==> src/rtl/fp32_pkg.sv <==
// Shared fp32 constants, field widths, FSM encoding, flag indices and
// operand classification helpers for the sequential fp32 multiplier.
package fp32_pkg;

  localparam int EXP_W  = 8;
  localparam int FRAC_W = 23;

  localparam logic [9:0]  FP32_EXP_BIAS = 10'd127;
  localparam logic [31:0] FP32_QNAN     = 32'h7FC0_0000;

  // Bit positions inside the {inv, ovf, udf, inx} flag vector
  localparam int FLAG_INV = 3;
  localparam int FLAG_OVF = 2;
  localparam int FLAG_UDF = 1;
  localparam int FLAG_INX = 0;

  typedef enum logic [2:0] {
    ST_IDLE  = 3'd0,
    ST_ISSUE = 3'd1,
    ST_WAIT  = 3'd2,
    ST_ROUND = 3'd3,
    ST_DONE  = 3'd4
  } state_e;

  // Exponent 0 covers true zeros and subnormals (flushed to zero on input)
  function automatic logic fp_is_zero(input logic [31:0] x);
    return (x[30:23] == 8'd0);
  endfunction

  function automatic logic fp_is_inf(input logic [31:0] x);
    return (x[30:23] == 8'hFF) && (x[22:0] == 23'd0);
  endfunction

  function automatic logic fp_is_nan(input logic [31:0] x);
    return (x[30:23] == 8'hFF) && (x[22:0] != 23'd0);
  endfunction

  // Signalling NaN has the quiet bit clear
  function automatic logic fp_is_snan(input logic [31:0] x);
    return fp_is_nan(x) && !x[22];
  endfunction

endpackage

==> src/rtl/fp32_mul_seq_if.sv <==
// Operand / result handshake bundle of the sequential fp32 multiplier.
interface fp32_mul_seq_if;

  logic        in_valid;
  logic        in_ready;
  logic [31:0] in_a;
  logic [31:0] in_b;
  logic        out_valid;
  logic        out_ready;
  logic [31:0] out_res;
  logic [3:0]  out_flags;

  // Requester side: operand source and result consumer
  modport master (
    output in_valid, in_a, in_b, out_ready,
    input  in_ready, out_valid, out_res, out_flags
  );

  // Multiplier side
  modport slave (
    input  in_valid, in_a, in_b, out_ready,
    output in_ready, out_valid, out_res, out_flags
  );

endinterface

==> src/rtl/fp32_norm_round.sv <==
// Normalizes the 48-bit significand product, rounds to nearest-even and
// packs the fp32 result with overflow / underflow (flush-to-zero) handling.
module fp32_norm_round
  import fp32_pkg::*;
(
  input  logic [47:0]       p,
  input  logic signed [9:0] e,
  input  logic              s,
  output logic [31:0]       res,
  output logic [3:0]        flags
);

  logic [22:0]       mant_s;
  logic              guard_s;
  logic              sticky_s;
  logic              round_up_s;
  logic [23:0]       mant_rnd_s;
  logic signed [9:0] e_norm_s;
  logic signed [9:0] e_fin_s;

  // Normalize, round to nearest-even, then select normal / overflow / FTZ result
  always_comb begin
    mant_s     = 23'd0;
    guard_s    = 1'b0;
    sticky_s   = 1'b0;
    e_norm_s   = e;
    round_up_s = 1'b0;
    mant_rnd_s = 24'd0;
    e_fin_s    = e;
    res        = 32'd0;
    flags      = 4'd0;

    if (p[47]) begin
      mant_s   = p[46:24];
      guard_s  = p[23];
      sticky_s = |p[22:0];
      e_norm_s = e + 10'sd1;
    end else begin
      mant_s   = p[45:23];
      guard_s  = p[22];
      sticky_s = |p[21:0];
      e_norm_s = e;
    end

    round_up_s = guard_s & (sticky_s | mant_s[0]);
    mant_rnd_s = {1'b0, mant_s} + {23'd0, round_up_s};

    // A carry out of the mantissa leaves the low 23 bits at zero
    if (mant_rnd_s[23]) begin
      e_fin_s = e_norm_s + 10'sd1;
    end else begin
      e_fin_s = e_norm_s;
    end

    flags[FLAG_INX] = guard_s | sticky_s;

    if (e_fin_s >= 10'sd255) begin
      res             = {s, 8'hFF, 23'd0};
      flags[FLAG_OVF] = 1'b1;
      flags[FLAG_INX] = 1'b1;
    end else if (e_fin_s <= 10'sd0) begin
      res             = {s, 31'd0};
      flags[FLAG_UDF] = 1'b1;
      flags[FLAG_INX] = 1'b1;
    end else begin
      res = {s, e_fin_s[7:0], mant_rnd_s[22:0]};
    end
  end

endmodule

==> src/rtl/fp32_mul_seq.sv <==
// Sequential fp32 multiplier: classifies operands, hands the 24-bit
// significands to an external Booth core, then normalizes, rounds and
// returns the packed product over a valid/ready handshake.
module fp32_mul_seq
  import fp32_pkg::*;
#(
  parameter int MUL_LAT = 33
)
(
  input  logic               clk,
  input  logic               reset,
  fp32_mul_seq_if.slave      bus,
  output logic               mul_reset,
  output logic               mul_enable,
  output logic [31:0]        mul_a,
  output logic [31:0]        mul_b,
  input  logic [63:0]        mul_res
);

  localparam int CNT_W = $clog2(MUL_LAT + 1);

  state_e             state_r;
  logic [CNT_W-1:0]   cnt_r;
  logic               s_r;
  logic signed [9:0]  e_r;
  logic [47:0]        p_r;
  logic               in_ready_r;
  logic               out_valid_r;
  logic [31:0]        out_res_r;
  logic [3:0]         out_flags_r;
  logic               mul_enable_r;
  logic [31:0]        mul_a_r;
  logic [31:0]        mul_b_r;

  logic               sign_s;
  logic [9:0]         e_sum_s;
  logic               spec_hit_s;
  logic [31:0]        spec_res_s;
  logic [3:0]         spec_flags_s;
  logic               inf_zero_s;
  logic [31:0]        nr_res_s;
  logic [3:0]         nr_flags_s;

  // The Booth core is held in reset exactly while this block is
  assign mul_reset  = ~reset;

  assign mul_enable    = mul_enable_r;
  assign mul_a         = mul_a_r;
  assign mul_b         = mul_b_r;
  assign bus.in_ready  = in_ready_r;
  assign bus.out_valid = out_valid_r;
  assign bus.out_res   = out_res_r;
  assign bus.out_flags = out_flags_r;

  // Classify incoming operands and resolve NaN / inf / zero results up front
  always_comb begin
    sign_s       = bus.in_a[31] ^ bus.in_b[31];
    e_sum_s      = {2'b00, bus.in_a[30:23]} + {2'b00, bus.in_b[30:23]} - FP32_EXP_BIAS;
    inf_zero_s   = (fp_is_inf(bus.in_a) && fp_is_zero(bus.in_b)) ||
                   (fp_is_inf(bus.in_b) && fp_is_zero(bus.in_a));
    spec_hit_s   = 1'b0;
    spec_res_s   = 32'd0;
    spec_flags_s = 4'd0;
    if (fp_is_nan(bus.in_a) || fp_is_nan(bus.in_b) || inf_zero_s) begin
      spec_hit_s             = 1'b1;
      spec_res_s             = FP32_QNAN;
      spec_flags_s[FLAG_INV] = inf_zero_s || fp_is_snan(bus.in_a) || fp_is_snan(bus.in_b);
    end else if (fp_is_inf(bus.in_a) || fp_is_inf(bus.in_b)) begin
      spec_hit_s = 1'b1;
      spec_res_s = {sign_s, 8'hFF, 23'd0};
    end else if (fp_is_zero(bus.in_a) || fp_is_zero(bus.in_b)) begin
      spec_hit_s = 1'b1;
      spec_res_s = {sign_s, 31'd0};
    end else begin
      spec_hit_s = 1'b0;
    end
  end

  fp32_norm_round u_norm_round (
    .p     (p_r),
    .e     (e_r),
    .s     (s_r),
    .res   (nr_res_s),
    .flags (nr_flags_s)
  );

  // Operation sequencer: accept, issue to Booth, wait, round, hold result
  always_ff @(posedge clk or negedge reset) begin
    if (!reset) begin
      state_r      <= ST_IDLE;
      cnt_r        <= {CNT_W{1'b0}};
      s_r          <= 1'b0;
      e_r          <= 10'sd0;
      p_r          <= 48'd0;
      in_ready_r   <= 1'b1;
      out_valid_r  <= 1'b0;
      out_res_r    <= 32'd0;
      out_flags_r  <= 4'd0;
      mul_enable_r <= 1'b0;
      mul_a_r      <= 32'd0;
      mul_b_r      <= 32'd0;
    end else begin
      case (state_r)
        ST_IDLE: begin
          if (bus.in_valid && in_ready_r) begin
            in_ready_r <= 1'b0;
            s_r        <= sign_s;
            e_r        <= $signed(e_sum_s);
            if (spec_hit_s) begin
              out_res_r   <= spec_res_s;
              out_flags_r <= spec_flags_s;
              out_valid_r <= 1'b1;
              state_r     <= ST_DONE;
            end else begin
              mul_a_r      <= {8'd0, 1'b1, bus.in_a[22:0]};
              mul_b_r      <= {8'd0, 1'b1, bus.in_b[22:0]};
              mul_enable_r <= 1'b1;
              state_r      <= ST_ISSUE;
            end
          end
        end
        ST_ISSUE: begin
          mul_enable_r <= 1'b0;
          cnt_r        <= CNT_W'(MUL_LAT - 1);
          state_r      <= ST_WAIT;
        end
        ST_WAIT: begin
          if (cnt_r == {CNT_W{1'b0}}) begin
            p_r     <= mul_res[47:0];
            state_r <= ST_ROUND;
          end else begin
            cnt_r <= cnt_r - CNT_W'(1);
          end
        end
        ST_ROUND: begin
          out_res_r   <= nr_res_s;
          out_flags_r <= nr_flags_s;
          out_valid_r <= 1'b1;
          state_r     <= ST_DONE;
        end
        ST_DONE: begin
          if (bus.out_ready) begin
            out_valid_r <= 1'b0;
            in_ready_r  <= 1'b1;
            state_r     <= ST_IDLE;
          end
        end
        default: begin
          state_r      <= ST_IDLE;
          in_ready_r   <= 1'b1;
          out_valid_r  <= 1'b0;
          mul_enable_r <= 1'b0;
        end
      endcase
    end
  end

endmodule

==> src/flat_wrapper.sv <==
// flat-port wrapper written by rule: the top's interface ports become plain ports
module fp32_mul_seq_flat import fp32_pkg::*;
#(
  parameter int MUL_LAT = 33
)
  (clk, reset, mul_reset, mul_enable, mul_a, mul_b, mul_res, bus_in_valid, bus_in_a, bus_in_b, bus_out_ready, bus_in_ready, bus_out_valid, bus_out_res, bus_out_flags);
  fp32_mul_seq_if bus_i ();
  input  logic clk;
  input  logic reset;
  output logic mul_reset;
  output logic mul_enable;
  output logic [31:0] mul_a;
  output logic [31:0] mul_b;
  input  logic [63:0] mul_res;
  input wire logic [$bits(bus_i.in_valid)-1:0] bus_in_valid;
  input wire logic [$bits(bus_i.in_a)-1:0] bus_in_a;
  input wire logic [$bits(bus_i.in_b)-1:0] bus_in_b;
  input wire logic [$bits(bus_i.out_ready)-1:0] bus_out_ready;
  output wire logic [$bits(bus_i.in_ready)-1:0] bus_in_ready;
  output wire logic [$bits(bus_i.out_valid)-1:0] bus_out_valid;
  output wire logic [$bits(bus_i.out_res)-1:0] bus_out_res;
  output wire logic [$bits(bus_i.out_flags)-1:0] bus_out_flags;
  assign bus_i.in_valid = bus_in_valid;
  assign bus_i.in_a = bus_in_a;
  assign bus_i.in_b = bus_in_b;
  assign bus_i.out_ready = bus_out_ready;
  assign bus_in_ready = bus_i.in_ready;
  assign bus_out_valid = bus_i.out_valid;
  assign bus_out_res = bus_i.out_res;
  assign bus_out_flags = bus_i.out_flags;
  fp32_mul_seq #(.MUL_LAT(MUL_LAT)) u_core (.clk(clk), .reset(reset), .bus(bus_i), .mul_reset(mul_reset), .mul_enable(mul_enable), .mul_a(mul_a), .mul_b(mul_b), .mul_res(mul_res));
endmodule
==> config.mk <==
export PLATFORM = sky130hd
export DESIGN_NAME = fp32_mul_seq_flat
export DESIGN_NICKNAME = d
export VERILOG_FILES = /design/src/rtl/fp32_pkg.sv /design/src/rtl/fp32_mul_seq_if.sv /design/src/rtl/fp32_norm_round.sv /design/src/rtl/fp32_mul_seq.sv /design/src/flat_wrapper.sv
export SDC_FILE = /design/constraint.sdc
export NUM_CORES = 1
export LEC_CHECK = 0
export BUFFER_PORTS_ARGS = -buffer_cell sky130_fd_sc_hd__buf_2
export CORE_UTILIZATION = 48
export CTS_CLUSTER_SIZE = 16
export DETAILED_ROUTE_END_ITERATION = 16
export GPL_TIMING_DRIVEN = 0
export PLACE_DENSITY = 0.78
export SYNTH_ARGS = -nofsm -noshare
export SYNTH_HDL_FRONTEND = slang
export SYNTH_HIERARCHICAL = 1
export SYNTH_SLANG_ARGS = --single-unit
export TNS_END_PERCENT = 5
==> constraint.sdc <==
create_clock -name clk -period 4.3 [get_ports clk]
set_clock_uncertainty 0.2 [all_clocks]
set_input_delay 1.29 -clock clk [delete_from_list [all_inputs] [get_ports clk]]
set_output_delay 1.29 -clock clk [all_outputs]
set_load 0.05 [all_outputs]
==> results.py, run 1 <==
metrics = {
    "outcome": {
        "outcome": "finished clean",
    },
    "clock_tree": {
        "cts_tree": "done",
        "clock_latency_ns": 0.42,
        "cts_root_buf": "clkbuf_16",
        "numCtsBuffers": 17,
        "cts_sinks": 154,
        "clock_path_buffers": 2,
        "cts.clk_slew.worst_paths_ns": 0.06,
        "htree_levels": 4,
    },
    "logic_synthesis": {
        "avgSynthCellArea_um2": 10.1,
        "yosysSeqAreaShare_pct": 43.7,
        "ys_types": 66,
        "synth_async_sr_flop_share_pct": 100,
        "synth-seq-cells": 154,
        "synth_ff_type": "dfrtp_1",
        "syn_inst": 873,
        "yosysWarnings": 6,
        "syn_area_um2": 8830,
        "synth_edf_count": 0,
    },
    "power_and_ir_drop": {
        "p_int_w": 0.00456,
        "p_switching_w": 0.00371,
        "p_per_area_nw_per_um2": 759,
        "clock_power_share_pct": 20.7,
        "power_frac_seq_pct": 30.6,
        "p_comb_share_pct": 48.6,
        "cellLeakagePower_nw": 5.17,
        "ir_drop_mv": 0.558,
        "swShare_pct": 44.8,
    },
    "placement": {
        "dp_hpwl_um": 16100,
        "pre_cts_ws_ns": -0.852,
        "gp_congestion": 0.894,
        "port_buffers": 203,
    },
    "grt": {
        "grt_pass1_vias": 6665,
        "grt-ovfl-total": 0,
        "antenna_found_initial": 0,
        "gr-usage-all-layers_pct": 22.5,
        "grt_pass1_wl_um": 32900,
        "grt_max_degree": 79,
    },
    "setup_path": {
        "slowest_stage": "a2111oi_1",
        "worst_setup_path_end_kind": "flop",
        "critPathTopFamily": "compound AO/OA/AOI/OAI gates",
        "arrival_ns": 4.06,
        "required_ns": 4.38,
        "path_max_fanout": 37,
        "crit_path_max_incr_delay_ns": 0.64,
        "worstPathCellList": "buf_4 > nand2_1 > a2111oi_1 > and4_1 > nand4b_1 > a21oi_1 > xor2_1 > a2111oi_1 > nand3_1 > nand2_1 > o21ai_0",
        "path_class": "reg -> reg",
        "worst-path-buf-inv": 1,
        "crit_path_start_kind": "flop",
    },
    "sta": {
        "maxSlewViolCount": 0,
        "worst_slack_ns": 0.323,
        "finalCritPeriodShare_pct": 92.5,
        "setup_tns_ns": 0,
        "slew_headroom_pct": 26.9,
        "setup_viol": 0,
        "period_minus_slack_ns": 3.98,
        "finalHoldViolCount": 0,
        "rsz0062_at_grt": "no",
        "tightest_slew_ns": 1.07,
        "fmax_mhz": 251,
    },
    "layout": {
        "finalNetCount": 1260,
        "multiInputGateArea_um2": 4560,
        "area_growth_pct": 23.4,
        "seq_area_um2": 3850,
        "drive_above_1_share_pct": 35.7,
        "antenna_cells": 0,
        "layout_commonest_cell": "buf_2",
        "final_cell_mix": "buf_2, dfrtp_1, nand2_1",
        "fill_cells": 1514,
    },
    "die": {
        "ios": 236,
        "start_util_pct": 49.0,
        "die_area_um2": 18900,
        "die_y_um": 138,
        "die_x_um": 138,
        "core_um2": 18000,
        "fp-row-count": 49,
    },
    "detailed_routing": {
        "ant_nets": 0,
        "viasPerCell": 5.24,
        "wirelength_um": 20700,
        "via_count": 7076,
        "drt_iter0_drc": 397,
        "dr.pass1.iters": 5,
        "drcViolationCount": 0,
        "wl_per_cell_um": 15.3,
    },
    "flow_run": {
        "drv_cap": 0,
    },
    "hold_path": {
        "hold_class": "reg -> reg",
    },
}
[cells in the mapped netlist, types with 2 or more instances]
cell type	count	area share, %
nor2_2	3	0.21
nor3b_1	3	0.26
a21oi_1	27	1.5
buf_4	22	1.9
o21ai_0	65	3.7
nand4_1	16	1.1
nor3_1	15	0.85
nand2b_1	12	0.85
a2111oi_0	3	0.30
and2_1	4	0.28
mux2_2	71	9.1
nor2_1	56	2.4
a211oi_1	16	1.4
ha_1	19	2.7
dfrtp_1	153	43
nand3_1	23	1.3
a31oi_1	3	0.21
mux2_4	29	4.9
clkbuf_1	23	0.98
and3_1	5	0.35
and4_1	2	0.20
xnor2_1	36	3.6
clkbuf_2	2	0.11
or4_1	7	0.60
nand2_1	111	4.7
xor2_1	27	2.7
buf_6	6	0.77
a21boi_0	3	0.26
buf_1	3	0.13
nor4_1	16	1.1
or2_2	5	0.35
mux2i_1	15	1.7
conb_1	2	0.085
buf_2	13	0.74
or3_1	3	0.21
a21o_1	3	0.26
inv_1	17	0.72
o31ai_1	2	0.17
nor2b_1	5	0.35
[sequential cells by signal, indices dropped and copies added, names as in the netlist]
register,count
u_core/bus.out_flags,4
u_core/bus.out_res,32
u_core/state_r,3
u_core/mul_enable,1
u_core/s_r,1
u_core/p_r,48
u_core/e_r,10
u_core/cnt_r,6
u_core/bus.in_ready,1
u_core/mul_b,24
u_core/bus.out_valid,1
u_core/mul_a,23
[power by group through the flow]
stage | registers [W] | logic [W] | clock network (W)
after floorplan | 0.00369 | 0.00193 | 0
after global placement | 0.00252 | 0.00394 | 0
after detailed placement | 0.00253 | 0.00403 | 0
after CTS | 0.00253 | 0.00404 | 0.00174
after global routing | 0.00262 | 0.00433 | 0.00181
final | 0.00253 | 0.00402 | 0.00171
[worst reg2reg max path, delay by kind of cell, from the launching register on]
| family | cells | cell delay, ns |
|---|---|---|
| AOI/OAI and AO/OA | 4 | 1.53 |
| and+or+nand+nor | 5 | 0.95 |
| DFF | 1 | 0.46 |
| buffers and inverters | 1 | 0.44 |
| xor gates and xnor gates | 1 | 0.28 |
[per-layer routing]
metal  wire length, um  vias to the layer above  track usage [%]
met5                 0                        -                0
met4               379                        0             7.94
met3              1130                       23             4.49
met2              9970                      233             37.1
met1              9190                     3314             29.3
li1                  -                     3506                -
[cell families (layout without fill, tap and decap cells)]
kind of cell / Yosys count / count (layout) / synth area share, %
AO/OA/AOI/OAI: 137 / 137 / 9.56
buffers and inverters: 87 / 320 / 5.47
XOR/XNOR: 64 / 64 / 6.43
multiplexers: 115 / 115 / 15.7
adder cells (fa/ha/maj): 20 / 20 / 2.92
other: 2 / 17 / 0.0850
flip-flops: 154 / 154 / 43.7
AND/OR/NAND/NOR: 294 / 294 / 16.2
[repair_timing]
item	CTS	global route
gates resized for setup	2	1
endpoints found under the setup margin	8	21
endpoints found under the hold margin	0	0
hold buffers	0	0
buffers inserted	0	0
[final cells by class]
| cell class | instances | share of cell area (%) |
|---|---|---|
| Buffer | 67 | 3.74 |
| Clock buffer | 19 | 4.16 |
| Clock inverter | 13 | 2.09 |
| Inverter | 17 | 0.585 |
| Multi-Input combinational cell | 647 | 41.8 |
| Sequential cell | 154 | 35.4 |
| Tap cell | 229 | 2.63 |
| Timing Repair Buffer | 204 | 9.63 |
[stage by stage]
step / std cells / cell area [um^2] / util (%) / hold slack [ns] / power, W
after floorplan: 888 / 8890 / - / 0.248 / 0.00562
after global placement: 1320 / 10200 / 56.5 / 0.267 / 0.00647
after detailed placement: 1321 / 10200 / 56.7 / 0.271 / 0.00657
after CTS: 1351 / 10900 / 60.5 / 0.284 / 0.00831
after global routing: 1350 / 10900 / 60.5 / 0.306 / 0.00877
final: 1350 / 10900 / 60.5 / 0.277 / 0.00827
[worst paths after layout]
| path | start | end | slack [ns] | cells after the start |
|---|---|---|---|---|
| setup / recovery | u_core/p_r[47] | u_core/bus.out_flags[0] | 0.32 | 11 |
| hold / removal | u_core/e_r[6] | u_core/e_r[6] | 0.28 | 2 |
| setup reg to reg | u_core/p_r[47] | u_core/bus.out_flags[0] | 0.32 | 11 |
| hold reg to reg | u_core/e_r[6] | u_core/e_r[6] | 0.28 | 2 |
| max in group asynchronous | reset | u_core/bus.in_ready | 2.35 | 2 |
| min in group asynchronous | reset | u_core/p_r[36] | 0.71 | 1 |
Power figures use the tool's default switching activity.
==> run 2, diff against run 1 <==
--- a/config.mk
+++ b/config.mk
@@ -11,6 +11,7 @@
 export DETAILED_ROUTE_END_ITERATION = 16
 export GPL_TIMING_DRIVEN = 0
 export PLACE_DENSITY = 0.78
+export REMOVE_ABC_BUFFERS = 1
 export SYNTH_ARGS = -nofsm -noshare
 export SYNTH_HDL_FRONTEND = slang
 export SYNTH_HIERARCHICAL = 1
==> results.py, run 2 (synthesized netlist as in run 1, its figures left out) <==
metrics = {
    "clock_tree": {
        "numCtsBuffers": 17,
        "clock_path_buffers": 2,
        "clock_latency_ns": 0.42,
        "htree_levels": 4,
        "cts_root_buf": "clkbuf_16",
        "cts_tree": "done",
        "cts_sinks": 154,
        "cts.clk_slew.worst_paths_ns": 0.06,
    },
    "power_and_ir_drop": {
        "cellLeakagePower_nw": 4.93,
        "p_per_area_nw_per_um2": 763,
        "ir_drop_mv": 0.489,
    },
    "setup_path": {
        "worstPathCellList": "buf_12 > nand2_1 > a2111oi_1 > and4_2 > and2_1 > a31oi_1 > o41a_4 > o211ai_4 > buf_12 > a211oi_1 > nand2_1 > o21ai_0",
        "required_ns": 4.32,
        "arrival_ns": 4.00,
        "path_class": "reg -> reg",
        "worst_setup_path_end_kind": "flop",
        "crit_path_start_kind": "flop",
        "rr_worst_depth": 12,
        "slowest_stage": "dfrtp_2",
        "worst-path-buf-inv": 2,
        "crit_path_max_incr_delay_ns": 0.61,
        "path_max_fanout": 48,
        "critPathTopFamily": "compound AO/OA/AOI/OAI gates",
        "path_depth": 12,
    },
    "sta": {
        "finalCritPeriodShare_pct": 92.5,
        "setup_viol": 0,
        "fmax_mhz": 251,
        "finalHoldViolCount": 0,
        "rsz0062_at_grt": "no",
        "slew_headroom_pct": 12.2,
        "tightest_slew_ns": 1.31,
        "maxSlewViolCount": 0,
        "setup_tns_ns": 0,
        "period_minus_slack_ns": 3.98,
    },
    "flow_run": {
        "drv_cap": 0,
    },
    "layout": {
        "largest_reg_flops": 48,
        "drive_above_1_share_pct": 34.3,
        "final_cells": 1289,
        "area_growth_pct": 19.7,
        "postLayoutCellArea_um2": 10600,
        "layout_commonest_cell": "buf_2",
        "fin_util_pct": 58.6,
        "largest-register": "u_core/p_r",
        "final_cell_mix": "buf_2, dfrtp_1, nand2_1",
        "antenna_cells": 0,
        "finalNetCount": 1199,
    },
    "detailed_routing": {
        "viasPerCell": 5.27,
        "dr.pass1.iters": 4,
        "wirelength_um": 19900,
        "via_count": 6795,
        "drcViolationCount": 0,
        "wl_per_cell_um": 15.5,
        "drt_iter0_drc": 364,
        "ant_nets": 0,
    },
    "grt": {
        "grt_pass1_wl_um": 31400,
        "antenna_found_initial": 0,
        "grt_pass1_vias": 6420,
        "grt_max_degree": 86,
        "grt-ovfl-total": 0,
        "gr-usage-all-layers_pct": 21.3,
    },
    "die": {
        "ios": 236,
        "die_x_um": 138,
        "fp-row-count": 49,
        "start_util_pct": 49.0,
        "die_area_um2": 18900,
        "die_y_um": 138,
        "core_um2": 18000,
    },
    "placement": {
        "placed_area_um2": 9900,
        "port_buffers": 203,
        "dp_cells": 1255,
        "dp_hpwl_um": 14000,
        "gp_congestion": 0.805,
    },
    "hold_path": {
        "min_path_cells": 2,
        "hold_class": "reg -> reg",
    },
    "outcome": {
        "outcome": "finished clean",
    },
}
==> run 2: power by group <==
group	switching, W	leakage, nW	internal, W
Sequential	0.000568	1.94	0.00207
Combinational	0.00249	2.69	0.00136
Clock	0.000617	0.303	0.000956
Total	0.00367	4.93	0.00439
==> run 2: path summary, 6_finish.rpt <==
kind | start | end | slack [ns]
setup / recovery | u_core/p_r[47] | u_core/bus.out_res[6] | 0.32
hold / removal | u_core/s_r | u_core/s_r | 0.30
setup reg to reg | u_core/p_r[47] | u_core/bus.out_res[6] | 0.32
hold reg to reg | u_core/s_r | u_core/s_r | 0.30
max in group asynchronous | reset | u_core/bus.in_ready | 2.29
min in group asynchronous | reset | u_core/mul_b[14] | 0.74
==> run 2: worst reg2reg max path, delay by kind of cell, from the launching register on <==
kind | cells | cell delay, ns
buffers and inverters | 2 | 0.45
AND/OR/NAND/NOR | 4 | 1.02
flip-flops | 1 | 0.61
AO/OA/AOI/OAI | 6 | 1.49
==> run 2: timing repair <==
action	CTS	global route
setup buffers	0	1
resized for setup	0	3
hold buffers	0	0
setup endpoints to repair	0	24
==> run 2: layout make-up <==
type | instances | area, um^2
multi-input combinational | 648 | 4590
fill | 1593 | 7460
sequential | 154 | 3860
clock buffer | 21 | 460
tap | 229 | 287
timing repair buffer | 209 | 1150
inverter | 17 | 63.8
clock inverter | 11 | 160
==> run 2: per-layer routing <==
metal	vias to the layer above	global-route usage [%]	share of wire (%)
met5	-	0	0
met2	138	35.2	50
li1	3374	-	-
met3	15	4.60	3.9
met1	3268	28.0	45
met4	0	5.56	0.95
==> run 2: stage by stage <==
stage                     hold WS [ns]  power (W)  setup WS [ns]
after global routing             0.321    0.00857        0.00115
after CTS                        0.302    0.00806          0.108
final                            0.299    0.00806          0.322
after detailed placement         0.287    0.00644         0.0345
after floorplan                  0.250    0.00550         -0.153
after global placement           0.263    0.00633          -1.50
